[src/rtl/mips_mem_port_arbiter.sv]
// mips_mem_port_arbiter
// Shares the single memory port of the MIPS32 pipeline between instruction
// fetch (IF) and data access (MEM). Data access wins arbitration. A streak
// counter makes sure a waiting fetch is served after at most MAX_D_STREAK
// consecutive data grants.
// Each access holds the port for at least three cycles:
//   grant (IDLE) -> BUSY_x until m_ack -> RESP (ready pulse) -> IDLE.
// Optional build macro MEM_ARB_STATS_EN adds two 16-bit saturating
// counters: conflict_cnt_o and fetch_stall_cnt_o.
module mips_mem_port_arbiter #(
    parameter int AW           = 10,
    parameter int DW           = 32,
    parameter int MAX_D_STREAK = 4,
    parameter int STREAK_W     = 3
) (
    input  logic          clk1_i,
    input  logic          rst_n_i,
    input  logic          if_req_i,
    input  logic [AW-1:0] if_addr_i,
    output logic          if_ready_o,
    output logic [DW-1:0] if_rdata_o,
    output logic          if_stall_o,
    input  logic          d_req_i,
    input  logic          d_we_i,
    input  logic [AW-1:0] d_addr_i,
    input  logic [DW-1:0] d_wdata_i,
    output logic          d_ready_o,
    output logic [DW-1:0] d_rdata_o,
    output logic          d_stall_o,
    output logic          m_req_o,
    output logic          m_we_o,
    output logic [AW-1:0] m_addr_o,
    output logic [DW-1:0] m_wdata_o,
    input  logic          m_ack_i,
    input  logic [DW-1:0] m_rdata_i
`ifdef MEM_ARB_STATS_EN
    ,
    output logic [15:0]   conflict_cnt_o,
    output logic [15:0]   fetch_stall_cnt_o
`endif
);

    localparam logic [1:0] ST_IDLE   = 2'd0;
    localparam logic [1:0] ST_BUSY_I = 2'd1;
    localparam logic [1:0] ST_BUSY_D = 2'd2;
    localparam logic [1:0] ST_RESP   = 2'd3;

    localparam logic [STREAK_W-1:0] STREAK_MAX  = STREAK_W'(MAX_D_STREAK);
    localparam logic [STREAK_W-1:0] STREAK_ONE  = STREAK_W'(1);
    localparam logic [STREAK_W-1:0] STREAK_ZERO = STREAK_W'(0);

    logic [1:0]          state_q,    state_d;
    logic [STREAK_W-1:0] streak_q,   streak_d;
    logic                m_req_q,    m_req_d;
    logic                m_we_q,     m_we_d;
    logic [AW-1:0]       m_addr_q,   m_addr_d;
    logic [DW-1:0]       m_wdata_q,  m_wdata_d;
    logic                if_ready_q, if_ready_d;
    logic [DW-1:0]       if_rdata_q, if_rdata_d;
    logic                d_ready_q,  d_ready_d;
    logic [DW-1:0]       d_rdata_q,  d_rdata_d;
    logic                grant_d_s;

    // Data wins unless a fetch is waiting and the data streak is used up.
    assign grant_d_s = d_req_i & (~if_req_i | (streak_q < STREAK_MAX));

    // Next-state, grant capture and response capture.
    always_comb begin
        state_d    = state_q;
        streak_d   = streak_q;
        m_req_d    = m_req_q;
        m_we_d     = m_we_q;
        m_addr_d   = m_addr_q;
        m_wdata_d  = m_wdata_q;
        if_ready_d = 1'b0;
        if_rdata_d = if_rdata_q;
        d_ready_d  = 1'b0;
        d_rdata_d  = d_rdata_q;
        case (state_q)
            ST_IDLE: begin
                if (grant_d_s) begin
                    state_d   = ST_BUSY_D;
                    m_req_d   = 1'b1;
                    m_we_d    = d_we_i;
                    m_addr_d  = d_addr_i;
                    m_wdata_d = d_wdata_i;
                    if (if_req_i) begin
                        if (streak_q < STREAK_MAX) begin
                            streak_d = streak_q + STREAK_ONE;
                        end else begin
                            streak_d = streak_q;
                        end
                    end else begin
                        streak_d = STREAK_ZERO;
                    end
                end else if (if_req_i) begin
                    state_d   = ST_BUSY_I;
                    m_req_d   = 1'b1;
                    m_we_d    = 1'b0;
                    m_addr_d  = if_addr_i;
                    m_wdata_d = {DW{1'b0}};
                    streak_d  = STREAK_ZERO;
                end else begin
                    state_d = ST_IDLE;
                end
            end
            ST_BUSY_I: begin
                if (m_ack_i) begin
                    state_d    = ST_RESP;
                    m_req_d    = 1'b0;
                    if_ready_d = 1'b1;
                    if_rdata_d = m_rdata_i;
                end else begin
                    state_d = ST_BUSY_I;
                end
            end
            ST_BUSY_D: begin
                if (m_ack_i) begin
                    state_d   = ST_RESP;
                    m_req_d   = 1'b0;
                    d_ready_d = 1'b1;
                    // Stores leave the load-data register untouched.
                    if (!m_we_q) begin
                        d_rdata_d = m_rdata_i;
                    end else begin
                        d_rdata_d = d_rdata_q;
                    end
                end else begin
                    state_d = ST_BUSY_D;
                end
            end
            ST_RESP: begin
                state_d = ST_IDLE;
            end
            default: begin
                state_d = ST_IDLE;
                m_req_d = 1'b0;
            end
        endcase
    end

    // State and output registers; reset abandons any in-flight access.
    always_ff @(posedge clk1_i or negedge rst_n_i) begin
        if (!rst_n_i) begin
            state_q    <= ST_IDLE;
            streak_q   <= STREAK_ZERO;
            m_req_q    <= 1'b0;
            m_we_q     <= 1'b0;
            m_addr_q   <= {AW{1'b0}};
            m_wdata_q  <= {DW{1'b0}};
            if_ready_q <= 1'b0;
            if_rdata_q <= {DW{1'b0}};
            d_ready_q  <= 1'b0;
            d_rdata_q  <= {DW{1'b0}};
        end else begin
            state_q    <= state_d;
            streak_q   <= streak_d;
            m_req_q    <= m_req_d;
            m_we_q     <= m_we_d;
            m_addr_q   <= m_addr_d;
            m_wdata_q  <= m_wdata_d;
            if_ready_q <= if_ready_d;
            if_rdata_q <= if_rdata_d;
            d_ready_q  <= d_ready_d;
            d_rdata_q  <= d_rdata_d;
        end
    end

    assign m_req_o    = m_req_q;
    assign m_we_o     = m_we_q;
    assign m_addr_o   = m_addr_q;
    assign m_wdata_o  = m_wdata_q;
    assign if_ready_o = if_ready_q;
    assign if_rdata_o = if_rdata_q;
    assign d_ready_o  = d_ready_q;
    assign d_rdata_o  = d_rdata_q;

    // Stalls must react in the same cycle the pipeline raises a request.
    assign if_stall_o = if_req_i & ~if_ready_q;
    assign d_stall_o  = d_req_i & ~d_ready_q;

`ifdef MEM_ARB_STATS_EN
    logic [15:0] conflict_cnt_q,    conflict_cnt_d;
    logic [15:0] fetch_stall_cnt_q, fetch_stall_cnt_d;

    // Saturating event counters: arbitration conflicts and fetch stall cycles.
    always_comb begin
        conflict_cnt_d    = conflict_cnt_q;
        fetch_stall_cnt_d = fetch_stall_cnt_q;
        if ((state_q == ST_IDLE) && if_req_i && d_req_i && (conflict_cnt_q != 16'hFFFF)) begin
            conflict_cnt_d = conflict_cnt_q + 16'd1;
        end else begin
            conflict_cnt_d = conflict_cnt_q;
        end
        if (if_stall_o && (fetch_stall_cnt_q != 16'hFFFF)) begin
            fetch_stall_cnt_d = fetch_stall_cnt_q + 16'd1;
        end else begin
            fetch_stall_cnt_d = fetch_stall_cnt_q;
        end
    end

    // Statistics registers.
    always_ff @(posedge clk1_i or negedge rst_n_i) begin
        if (!rst_n_i) begin
            conflict_cnt_q    <= 16'd0;
            fetch_stall_cnt_q <= 16'd0;
        end else begin
            conflict_cnt_q    <= conflict_cnt_d;
            fetch_stall_cnt_q <= fetch_stall_cnt_d;
        end
    end

    assign conflict_cnt_o    = conflict_cnt_q;
    assign fetch_stall_cnt_o = fetch_stall_cnt_q;
`endif

endmodule

[config.mk]
export PLATFORM = sky130hd
export DESIGN_NAME = mips_mem_port_arbiter
export DESIGN_NICKNAME = d
export VERILOG_FILES = /design/src/rtl/mips_mem_port_arbiter.sv
export SDC_FILE = /design/constraint.sdc
export NUM_CORES = 1
export LEC_CHECK = 0
export CORE_MARGIN = 10
export CORE_UTILIZATION = 38
export DETAILED_ROUTE_END_ITERATION = 8
export GPL_ROUTABILITY_DRIVEN = 0
export HOLD_SLACK_MARGIN = 0.06
export PLACE_DENSITY = 0.88
export SLEW_MARGIN = 30
export SYNTH_ARGS = -nofsm -noshare
export SYNTH_HDL_FRONTEND = slang
export SYNTH_SLANG_ARGS = --single-unit
[constraint.sdc]
create_clock -name clk1_i -period 1.55 [get_ports clk1_i]
set_input_delay 0.3875 -clock clk1_i [delete_from_list [all_inputs] [get_ports clk1_i]]
set_output_delay 0.3875 -clock clk1_i [all_outputs]
set_load 0.05 [all_outputs]
# Word level (Yosys, flattened, before mapping)
# Cells that the tools add are included.
[word_totals]
output_inout_bits = 112
input_bits = 90
reg_bits = 115
elab_cells = 57
[classes]
mux = 22
n_lt_le_gt_ge = 1
eq_ne = 6
reduce_logical = 9
add_sub_neg = 1
bitwise = 8
[ops]
columns = ["operator", "n"]
rows = [
  ["32-bit two-way mux", 2],
  ["10-bit two-way mux", 2],
  ["3-bit two-way mux", 4],
  ["1-bit two-way mux", 10],
  ["3-bit AND reduction", 3],
  ["2-bit case mux with 4 select lines", 1],
  ["2-bit == test (second input constant)", 2],
  ["2-bit two-way mux", 2],
  ["1-bit NOT", 4],
  ["2-bit AND reduction", 2],
  ["2-bit nonzero test", 2],
  ["3-bit by 1-bit adder with 3-bit output (second input constant)", 1],
  ["1-bit bitwise AND", 3],
  ["3-bit < comparator (second input constant)", 1],
  ["3-bit by 2-bit != test with 1-bit output (second input constant)", 1],
  ["3-bit != test (second input constant)", 1],
  ["2-bit by 1-bit == test with 1-bit output (second input constant)", 1],
  ["2-bit zero test", 1],
  ["2-bit by 1-bit != test with 1-bit output (second input constant)", 1],
  ["1-bit case mux with 2 select lines", 1],
  ["2-bit OR reduction", 1],
  ["1-bit OR", 1],
]

# Logic depth before layout (Yosys ltp)
[logic_depth]
depth_word = 5
depth_mapped = 7
ltp_nobuf = 5

# Least setup slack after synthesis
# No wires, ideal clock.
[synth_path]
path_kind = "input -> output"
start = "input port if_req_i"
end = "output port if_stall_o"
path_buffers = 1
required_time_ps = 1162
stages = 2
arrival_ps = 1323
setup_slack_ps = -161
cell_sequence = "buf_2 nor2b_1"
[synth_via]
elab_chain_len = 1
[synth_rtl]
columns = ["item", "line", "text"]
rows = [
  ["from (decl)", "18", "input logic if_req_i,"],
  ["1-bit bitwise AND", "179", "assign if_stall_o = if_req_i & ~if_ready_q;"],
  ["to (decl)", "22", "output logic if_stall_o,"],
]
# No other way between the ends.

# Final worst setup path
[layout_path]
start = "input port m_ack_i"
end = "register d_rdata_q[7], in the netlist d_rdata_o[7]"
[layout_via]
elab_chain_len = 1
[layout_rtl]
columns = ["item", "line", "text"]
rows = [
  ["from (decl)", "34", "input logic m_ack_i,"],
  ["3-bit AND reduction (no source line)", "--", ""],
  ["to (signal assigned)", "154", "d_rdata_q <= {DW{1'b0}};"],
  ["to (signal assigned)", "165", "d_rdata_q <= d_rdata_d;"],
  ["to (decl)", "61", "logic [DW-1:0] d_rdata_q, d_rdata_d;"],
]
# No other way between the ends.
# A chain may end at the register's enable or synchronous reset.

==> summary.txt <==
Status
  – Run status: finished, violations left
  – Violations in the final reports: negative setup slack

Setup path
  – Required time worst endpoint: 1850 ps
  – Startpoint class of the critical path: input port
  – Nature of the critical path endpoint: register
  – Data arrival time of the critical path: 1850 ps
  – Slowest CP cell: sky130_fd_sc_hd__clkdlybuf4s50_1
  – Delay of the slowest cell on the worst path: 630 ps
  – CP Buf/Inv Count: 2
  – Cell type group with the largest total delay on the critical path: buffers and inverters
  – List of cells traversed by the critical path: clkdlybuf4s50_1 > and2_4 > nand2b_4 > clkbuf_16 > mux2_4
  – Critical Path Fanout Max: 6
  – Setup Crit Path Kind: input port to register

Timing
  – Number of max-slew violations in the final report: 0
  – Setup violation total in the final timing report: 1
  – Final worst slack: -4.22 ps
  – Maximum achievable frequency: 643 MHz
  – Tcrit/Tclk final: 1.00
  – Unrepaired setup endpoints after global routing: true
  – Worst relative slew slack: 0.717
  – Worst Clk Skew: 8.46 ps
  – Min Clock Period, post-route: 1550 ps
  – Worst Max-Slew Pin Slew: 425 ps
  – Final hold violation count: 0
  – Worst hold margin: 446 ps

Power and ir drop
  – Psw: 10200 uW
  – Share of power burned in combinational logic: 0.587
  – Switching Fraction: 0.408
  – Clock power frac: 0.169
  – Highest ir drop seen on vdd: 1.69 mV
  – Design internal power: 14800 uW
  – Fraction of power consumed by sequential logic: 0.244
  – Static leakage: 0.00413 uW
  – Pwr per Cell Area: 2780 nW/um^2

Floorplanning
  – Floorplan die width: 130 um
  – Die Footprint: 16900 sq um
  – Row count: 40
  – Die extent in y: 130 um
  – Area of the placeable core: 11900 sq um
  – Initial core utilization: 0.385
  – I/O pins: 202

Clock tree
  – Clock tree root driver cell: sky130_fd_sc_hd__clkbuf_16
  – CTS buffer count: 17
  – Clock latency reported for the late side of the worst-skew pair: 420 ps
  – H-tree depth reported by CTS: 4
  – Maximum clock insertion buffer count: 2
  – CTS tree: done
  – Clock net sink count: 115
  – Clock-pin slew on the worst setup and hold paths: 50 ps

Worst hold path
  – Kind of path behind the tightest hold check: input port to async pin

Global routing
  – Gr ovfl total: 0
  – Number of antenna violations at the first check in global routing: 0
  – Wire length of the first global-routing pass: 23.8 mm
  – Via count of the first global-routing pass: 3934
  – Maximum number of pins on one net before global-route repair: 34
  – GRT Util Overall: 0.188

Job
  – Number of max-cap violations: 0

Synth
  – Largest cells by area after synthesis: sky130_fd_sc_hd__dfrtp_1, sky130_fd_sc_hd__mux2_4, sky130_fd_sc_hd__mux2_2, sky130_fd_sc_hd__a22o_1, sky130_fd_sc_hd__a21oi_1
  – Number of flip-flops and latches in the synthesized netlist: 115
  – Most frequent cells after synthesis: sky130_fd_sc_hd__dfrtp_1, sky130_fd_sc_hd__a22o_1, sky130_fd_sc_hd__mux2_2
  – Top-area cell type share of the netlist area: 0.628
  – Cell type with the highest aggregate area in the netlist: sky130_fd_sc_hd__dfrtp_1
  – Sequential area share after synthesis: 0.628
  – Post-synth EDFFs: 0
  – Syn nets: 400
  – Mean post-synth cell area: 15.1 sq um
  – Total number of yosys warnings: 0
  – Post-Synthesis Cell Area: 4580 sq um
  – Number of distinct library cells after synthesis: 26
  – Ys async rst share: 1.00
  – Library cell with the highest instance count after synthesis: sky130_fd_sc_hd__dfrtp_1
  – Number of instances in the synthesized netlist: 304
  – Main synth FF type: sky130_fd_sc_hd__dfrtp_1

Layout
  – Proportion of layout cells with a drive suffix above 1: 0.471
  – Total area of sequential cells: 2880 sq um
  – Post-route non-filler standard cell count: 702
  – Number of nets in the finished design: 637
  – Area taken by multi-input logic gates: 1660 sq um
  – Fillers: 695
  – Design area: 8990 sq um
  – Area Overhead vs Synth: 96.1%
  – Finished Core Util: 0.755

Place
  – Port buffer count: 201
  – Dpl hpwl: 11.3 mm
  – Placement-stage cell area: 8010 sq um
  – Placed Instances: 655

Drt
  – Wire per inst: 22.9 um
  – Count of TritonRoute iterations in the first routing pass: 4
  – Aggregate routed wire length: 16.1 mm
  – Post-route DRC violation count: 0
  – Total vias in the final route: 3514
  – Residual antenna-violating net count after detailed routing: 0
  – DR vias/cell: 5.01
  – Detailed router's first-iteration violation count: 166
## power groups by stage
stage                     Clock (uW)  Combinational [uW]  Sequential (uW)
after detailed placement           0               14200             6080
after floorplan                    0                2580             9940
after global placement             0               13900             5970
after global routing            4430               15100             6250
final                           4220               14600             6090
after CTS                       4250               14500             6070
## path summary, 6_finish.rpt
kind	from	to	slack, ps	cells after the start
setup reg to reg	state_q[0]	d_rdata_o[7]	-4	6
hold reg to reg	streak_q[1]	streak_q[1]	530	1
setup / recovery	m_ack_i	d_rdata_o[7]	-4	5
hold / removal	rst_n_i	d_rdata_o[9]	450	2
max in group asynchronous	rst_n_i	if_ready_o	580	3
min in group clk1_i	streak_q[1]	streak_q[1]	530	1
## final cells by class
class / instances / area share
clock buffer: 23 / 0.0543
timing repair buffer: 236 / 0.402
inverter: 3 / 0.00125
tap: 147 / 0.0205
clock inverter: 9 / 0.0167
antenna: 1 / 0.000278
multi-input combinational: 168 / 0.185
sequential: 115 / 0.321
## stage by stage
step	power, uW	worst slack, ps	setup TNS (ps)
3_3_place_gp	19900	-233	-18790
4_1_cts	24800	4.82	0
2_1_floorplan	12500	-7.19	-144
3_5_place_dp	20300	-267	-22400
5_1_grt	25800	-59.0	-1710
6_report	25000	-4.22	-4.22
## cells in the final DEF (no fill, tap or decap), drive strengths merged, types with 3 or more instances in the layout
cell type,synthesis,routed
a21oi,22,22
nand2,12,12
buf,17,143
ha,6,6
clkdlybuf4s50,0,86
o21ai,3,3
clkbuf,1,27
mux2,65,65
inv,3,3
clkinv,0,3
a22o,35,35
dfrtp,115,115
bufinv,0,4
nor2,12,12
## state kept, by name (all words and copies together) (netlist names)
register	cells
d_ready_o	1
d_rdata_o	32
m_we_o	1
m_addr_o	10
streak_q	3
m_wdata_o	32
if_rdata_o	32
m_req_o	1
if_ready_o	1
state_q	2
## layer usage
layer / routed length, um / vias up / global-route usage
li1: - / 1575 / -
met1: 5950 / 1786 / 0.198
met2: 8680 / 126 / 0.330
met3: 1060 / 27 / 0.0714
met4: 372 / 0 / 0.0833
met5: 0 / - / 0
## cells by family (layout without fill, tap and decap cells)
| logic type | count (synthesis) | in the layout | share of synthesized area |
|---|---|---|---|
| other | 0 | 1 | 0 |
| muxes | 65 | 65 | 0.184 |
| AOI/OAI and AO/OA | 65 | 65 | 0.108 |
| adders and majority gates | 6 | 6 | 0.0164 |
| DFF | 115 | 115 | 0.628 |
| buffers and inverters | 21 | 271 | 0.0325 |
| and+or+nand+nor | 32 | 32 | 0.0314 |
## what timing repair did
action / 4_1_cts / 5_1_grt
pin swaps: 2 / 4
hold buffers: 1 / 0
cloned: 3 / 5
resized for setup: 18 / 15
endpoints found under the hold margin: 21 / 0
setup endpoints to repair: 102 / 77
buffers inserted: 3 / 3
No activity file was read; power rests on OpenSTA's default activity.
